### config.mk
export PLATFORM = sky130hd
export DESIGN_NAME = rex_vga_renderer
export DESIGN_NICKNAME = d
export VERILOG_FILES = /design/src/rtl/rex_vga_renderer.sv
export SDC_FILE = /design/constraint.sdc
export NUM_CORES = 1
export LEC_CHECK = 0
export ABC_AREA = 1
export BUFFER_PORTS_ARGS = -buffer_cell sky130_fd_sc_hd__buf_4
export CORE_MARGIN = 2
export CORE_UTILIZATION = 35
export DETAILED_ROUTE_END_ITERATION = 10
export PLACE_DENSITY = 0.66
export SYNTH_ARGS = -nofsm -noshare
export SYNTH_HDL_FRONTEND = slang
export SYNTH_SLANG_ARGS = --single-unit
### constraint.sdc
create_clock -name clk -period 5.9 [get_ports clk]
set_clock_uncertainty 0.2 [all_clocks]
set_input_delay 0.885 -clock clk [delete_from_list [all_inputs] [get_ports clk]]
set_output_delay 0.885 -clock clk [all_outputs]
set_load 0.02 [all_outputs]
### src/rtl/rex_vga_renderer.sv
// rtl/rex_vga_renderer.sv - 640x480@60 VGA renderer for the rex game (optional macro REX_RENDER_BLINK_EN)
// Game inputs are latched once per frame in vertical blanking; all outputs come from one register stage.
module rex_vga_renderer #(
    parameter int DINO_X   = 16,
    parameter int DINO_W   = 16,
    parameter int DINO_H   = 20,
    parameter int OBS_W    = 16,
    parameter int OBS_H    = 26,
    parameter int GROUND_Y = 400,
    parameter int SCALE_SH = 1
) (
    input  logic        clk,
    input  logic        rstn,
    input  logic [15:0] rex_y,
    input  logic [15:0] obstacle_x,
    input  logic [1:0]  state,
    output logic        hsync,
    output logic        vsync,
    output logic        de,
    output logic [11:0] rgb,
    output logic        frame_tick
);
    localparam logic [11:0] DINO_X0  = 12'(DINO_X << SCALE_SH);
    localparam logic [11:0] DINO_X1  = 12'((DINO_X + DINO_W) << SCALE_SH);
    localparam logic [11:0] DINO_HS  = 12'(DINO_H << SCALE_SH);
    localparam logic [11:0] GROUND   = 12'(GROUND_Y);
    localparam logic [11:0] OBS_TOP  = 12'(GROUND_Y - (OBS_H << SCALE_SH));
    localparam logic [17:0] OBS_WS   = 18'(OBS_W);

    logic [9:0]  h_q, h_d, v_q, v_d;
    logic [5:0]  s_y_q, s_y_d;
    logic [15:0] s_x_q, s_x_d;
    logic [1:0]  s_st_q, s_st_d;
    logic        hsync_q, hsync_d, vsync_q, vsync_d, de_q, de_d, frame_tick_q, frame_tick_d;
    logic [11:0] rgb_q, rgb_d;
    logic        snap;
    logic [11:0] px, py, bot, dino_top, bg;
    logic [17:0] obs_lo, obs_hi;
    logic        in_dino, in_obs, on_ground;
`ifdef REX_RENDER_BLINK_EN
    logic [4:0]  blink_cnt_q, blink_cnt_d;
    logic        blink_ph_q, blink_ph_d;
`endif

    always_comb begin
        h_d = (h_q == 10'd799) ? 10'd0 : h_q + 10'd1;
        v_d = v_q;
        if (h_q == 10'd799) v_d = (v_q == 10'd524) ? 10'd0 : v_q + 10'd1;

        // Snapshot sits in vertical blanking so no visible pixel sees a half-updated frame.
        snap   = (h_q == 10'd0) && (v_q == 10'd480);
        s_y_d  = s_y_q;
        s_x_d  = s_x_q;
        s_st_d = s_st_q;
        if (snap) begin
            s_y_d  = (rex_y > 16'd63) ? 6'd63 : rex_y[5:0];
            s_x_d  = obstacle_x;
            s_st_d = state;
        end

        px       = {2'b00, h_q};
        py       = {2'b00, v_q};
        bot      = GROUND - (12'(s_y_q) << SCALE_SH);
        dino_top = bot - DINO_HS;
        in_dino  = (px >= DINO_X0) && (px < DINO_X1) && (py >= dino_top) && (py < bot);

        // Wide obstacle math so far-right positions cannot wrap back on screen.
        obs_lo = 18'(s_x_q) << SCALE_SH;
        obs_hi = (18'(s_x_q) + OBS_WS) << SCALE_SH;
        in_obs = (obs_lo < 18'd640) && (18'(h_q) >= obs_lo) && (18'(h_q) < obs_hi)
                 && (py >= OBS_TOP) && (py < GROUND);
        on_ground = (py == GROUND);

`ifdef REX_RENDER_BLINK_EN
        blink_cnt_d = blink_cnt_q;
        blink_ph_d  = blink_ph_q;
        if (s_st_q != 2'd3) begin
            blink_cnt_d = 5'd0;
            blink_ph_d  = 1'b0;
        end else if (frame_tick_q) begin
            blink_cnt_d = blink_cnt_q + 5'd1;
            if (blink_cnt_q == 5'd31) blink_ph_d = ~blink_ph_q;
        end
        bg = blink_ph_q ? 12'hFCC : 12'hFFF;
`else
        bg = 12'hFFF;
`endif

        hsync_d      = !((h_q >= 10'd656) && (h_q <= 10'd751));
        vsync_d      = !((v_q >= 10'd490) && (v_q <= 10'd491));
        de_d         = (h_q < 10'd640) && (v_q < 10'd480);
        frame_tick_d = snap;

        if (!de_d)          rgb_d = 12'h000;
        else if (in_dino)   rgb_d = (s_st_q == 2'd3) ? 12'hF00 : 12'h333;
        else if (in_obs)    rgb_d = 12'h0A0;
        else if (on_ground) rgb_d = 12'h888;
        else                rgb_d = bg;
    end

    always_ff @(posedge clk) begin
        if (!rstn) begin
            h_q          <= 10'd0;
            v_q          <= 10'd0;
            s_y_q        <= 6'd0;
            s_x_q        <= 16'd0;
            s_st_q       <= 2'd0;
            hsync_q      <= 1'b1;
            vsync_q      <= 1'b1;
            de_q         <= 1'b0;
            rgb_q        <= 12'h000;
            frame_tick_q <= 1'b0;
`ifdef REX_RENDER_BLINK_EN
            blink_cnt_q  <= 5'd0;
            blink_ph_q   <= 1'b0;
`endif
        end else begin
            h_q          <= h_d;
            v_q          <= v_d;
            s_y_q        <= s_y_d;
            s_x_q        <= s_x_d;
            s_st_q       <= s_st_d;
            hsync_q      <= hsync_d;
            vsync_q      <= vsync_d;
            de_q         <= de_d;
            rgb_q        <= rgb_d;
            frame_tick_q <= frame_tick_d;
`ifdef REX_RENDER_BLINK_EN
            blink_cnt_q  <= blink_cnt_d;
            blink_ph_q   <= blink_ph_d;
`endif
        end
    end

    assign hsync      = hsync_q;
    assign vsync      = vsync_q;
    assign de         = de_q;
    assign rgb        = rgb_q;
    assign frame_tick = frame_tick_q;
endmodule
==> metrics.md <==
| Metric | Value |
|---|---|
| Status | `complete, no violations` |
| Fin. max-slew vios | `0` |
| Num rows | `36` |
| # IOs | `52` |
| CP Launch Type | `flip-flop` |
| Place WS | `between 3 and 4 ns` |
| Tcrit/Tclk final | `0.4658` |
| Full die area | `roughly 11000 sq um` |
| Max Cap Viol | `0` |
| Fillers | `between 900 and 1k` |
| Share of the yosys chip area belonging to registers | `0.3287` |
| ANT nets after route | `0` |
| Slew @ Worst Pin | `approximately 0.67 ns` |
| Synth-to-layout area growth | `17.09%` |
| TNS Setup | `0 ns` |
| DP Wirelength | `approximately 6000 microns` |
| Worst skew pair latency | `approximately 0.32 ns` |
| Ys flop type | `dfxtp_1` |
| DRT Wirelength | `around 7500 microns` |
| Post-CTS Resized | `0` |
| HP Class | `reg -> reg` |
| Starting density of the core | `0.3555` |
| Drt wl/cell | `between 10 and 15 microns` |
| FMAX | `363.8 MHz` |
| First-pass GRT wire length | `approximately 13000 microns` |
| Unique masters post-synth | `41` |
| Cell taking the most area after synthesis | `dfxtp_1` |
| Post-Syn Area | `between 3000 and 4000 sq um` |
| Net Count, Synth | `534` |
| Area of the core | `approximately 9600 sq um` |
| Crit path capture type | `flip-flop` |
| DR iter-0 viols | `100` |
| CTS tree | `built` |
| Synth top area share | `0.3287` |
| Syn avg cell area | `roughly 7.3 sq um` |
| DR pass1 iterations | `4` |
| #FFs+latches synth | `56` |
| Cell Area, Placed | `between 3000 and 4000 sq um` |
| Fin worst setup slack | `3.151 ns` |
| Data arrival, critical path | `2.81 ns` |
| Final Critical Period | `~2.7 ns` |
| DRC Markers | `0` |
| Synth warnings | `0` |
| Vias | `3065` |
| IR drop worst, VDD | `between 80 and 90 uV` |
| R2r setup slk | `3.15 ns` |
| Worst R2R Start | `s_y_q[0]` |
| Final #Nets | `between 500 and 600` |
| # Post-CTS Setup Buffers | `0` |
| R2R cell count | `18` |
| Hold_buf cts | `0` |
| Final setup viols | `0` |
| Cells after synthesis | `roughly 470` |
| Chip height | `approximately 100 microns` |
| Leak | `1.808 nW` |
| CTS Buf Count | `5` |
| Hold Path End | `s_x_q[14]` |
| I/O Buffers | `51` |
| Layout cell share with drive strength beyond 1 | `0.1848` |
| Num Clock Sinks | `56` |
| H-tree lvl count | `2` |
| Largest net degree at the start of global routing | `42` |
| Post-synth EDFFs | `0` |
| Vias in the first global route | `between 2k and 3k` |
| Clock Root Buffer | `clkbuf_8` |
| Relative slew slack | `0.5540` |
| Final core utilization | `0.4163` |
| Initial antenna violation count | `0` |
| Min-delay src | `s_x_q[14]` |
| WS Path Type | `reg -> reg` |
| Hold path cells | `2` |
| Worst r2r dst | `rgb[10]` |
| Antenna diodes | `0` |
| Worst-path fanout max | `4` |
| Req. time, crit path | `~6.0 ns` |
| Final Hold Viols | `0` |
| Clk buf depth | `2` |
| Clock transition at the registers of the reported paths | `about 0.11 ns` |
| Fin area | `between 3000 and 4000 sq um` |
| Vias/cell | `about 4.7` |
| GR Overflow Total | `0` |
| Pwr per Cell Area | `167.2 nW/um^2` |
| Final GP Congestion | `0.8915` |
| Ys async rst share | `0` |
| Total GRT Usage | `0.1528` |
| Die Width | `~100 microns` |
| Synth area leaders | `dfxtp_1 (33%), ha_1 (12%), nand2_1 (8.1%)` |
| Unrepaired setup endpoints after global routing | `false` |
[routing by layer]
metal	global-route usage	vias to the layer above	share of wire
li1	-	1615	-
met1	0.2021	1376	0.50
met2	0.2594	68	0.45
met3	0.02712	6	0.045
met4	0.03590	0	0.0061
met5	0	-	0
[worst max-delay path: stages (launching register included)]
cell and delay, ns:
dfxtp_1 0.35, inv_1 0.07, ha_1 0.20, or2_2 0.29, nand2_1 0.12, ha_1 0.20
o21ai_0 0.11, xor2_1 0.17, ha_1 0.30, nand2_1 0.05, inv_1 0.04, nand2_1 0.05
nand2_1 0.05, nand2_1 0.05, nand2_1 0.12, nand2_2 0.09, nand2_2 0.08, nand2_2 0.06
nor2_2 0.10
[cell type report]
type,instances,area (sq um),area share
multi-input cells,326,1953,0.4890
flip-flops and latches,56,1121,0.2807
repair buffers,51,382.9,0.09586
inverters,73,274.0,0.06861
clock buffers,5,68.82,0.01723
clock inverters,3,27.53,0.006892
well taps,133,166.4,0.04167
[cell usage after synthesis (2+ instances only)]
master    instances
dfxtp_1          56
buf_2             2
a21oi_1          34
nor2_2            5
nor4_1            4
nor3_1           16
inv_1            65
xor2_1           10
nor3b_1           3
clkbuf_1          3
nor2_4            3
nand3_1          30
nand3_2           3
nand4_1           5
o21ai_0          26
nand2_2           6
nand2_1          74
xnor2_1           2
inv_2             7
or2_2             2
a211oi_1          4
buf_4             4
nor3_2            2
ha_1             33
nor2_1           50
[cells in the final DEF (no fill, tap or decap), types with 2 or more instances in the layout]
master and instances:
nand2_1 74, nor4_1 4, or2_2 2, xor2_1 10, o21ai_0 26, a211oi_1 4, inv_1 65, dfxtp_1 56
nor3_2 2, a21oi_1 34, buf_4 51, nor2_4 3, inv_2 7, nor3_1 16, ha_1 33, nor2_2 5
nand3_2 3, nand3_1 30, nand2_2 6, nor2_1 50, clkbuf_8 5, xnor2_1 2, nand4_1 5, nor3b_1 3
[through the flow]
step                      power (mW)  cells  hold WS (ns)
after floorplan               0.4215    465        0.2005
after global placement        0.4495    639        0.2437
final                         0.6678    647        0.2602
after global routing          0.6988    647        0.2901
after CTS                     0.6751    647        0.2654
after detailed placement      0.4506    639        0.2476
[logic make-up after synthesis]
group / share of synthesized area
AND/OR/NAND/NOR: 0.3008
buffers and inverters: 0.09868
AO/OA/AOI/OAI: 0.1200
flip-flops: 0.3287
adder cells (fa/ha/maj): 0.1211
XOR/XNOR: 0.03081
[power breakdown]
group,switching [mW],internal (mW)
logic,0.0271,0.0283
registers,0.00282,0.383
clock network,0.139,0.0876
total,0.169,0.499
[how the worst max path moves through the flow]
stage,start,endpoint,slack [ns],depth (start not counted)
finish,s_y_q[0],rgb[10],3.15,18
global route,s_y_q[0],rgb[11],2.89,15
CTS,s_y_q[0],rgb[10],3.13,18
detailed placement,s_y_q[0],rgb[10],3.17,17
global placement,s_y_q[0],rgb[9],3.22,16
floorplan,s_y_q[0],rgb[9],3.35,16
[registers in the layout (all words and copies together) (netlist names)]
register and count:
vsync 1, s_y_q 6, s_x_q 16, frame_tick 1, de 1, h_q 10, v_q 10, rgb 8
s_st_q 2, hsync 1
No activity file was read; power rests on OpenSTA's default activity.
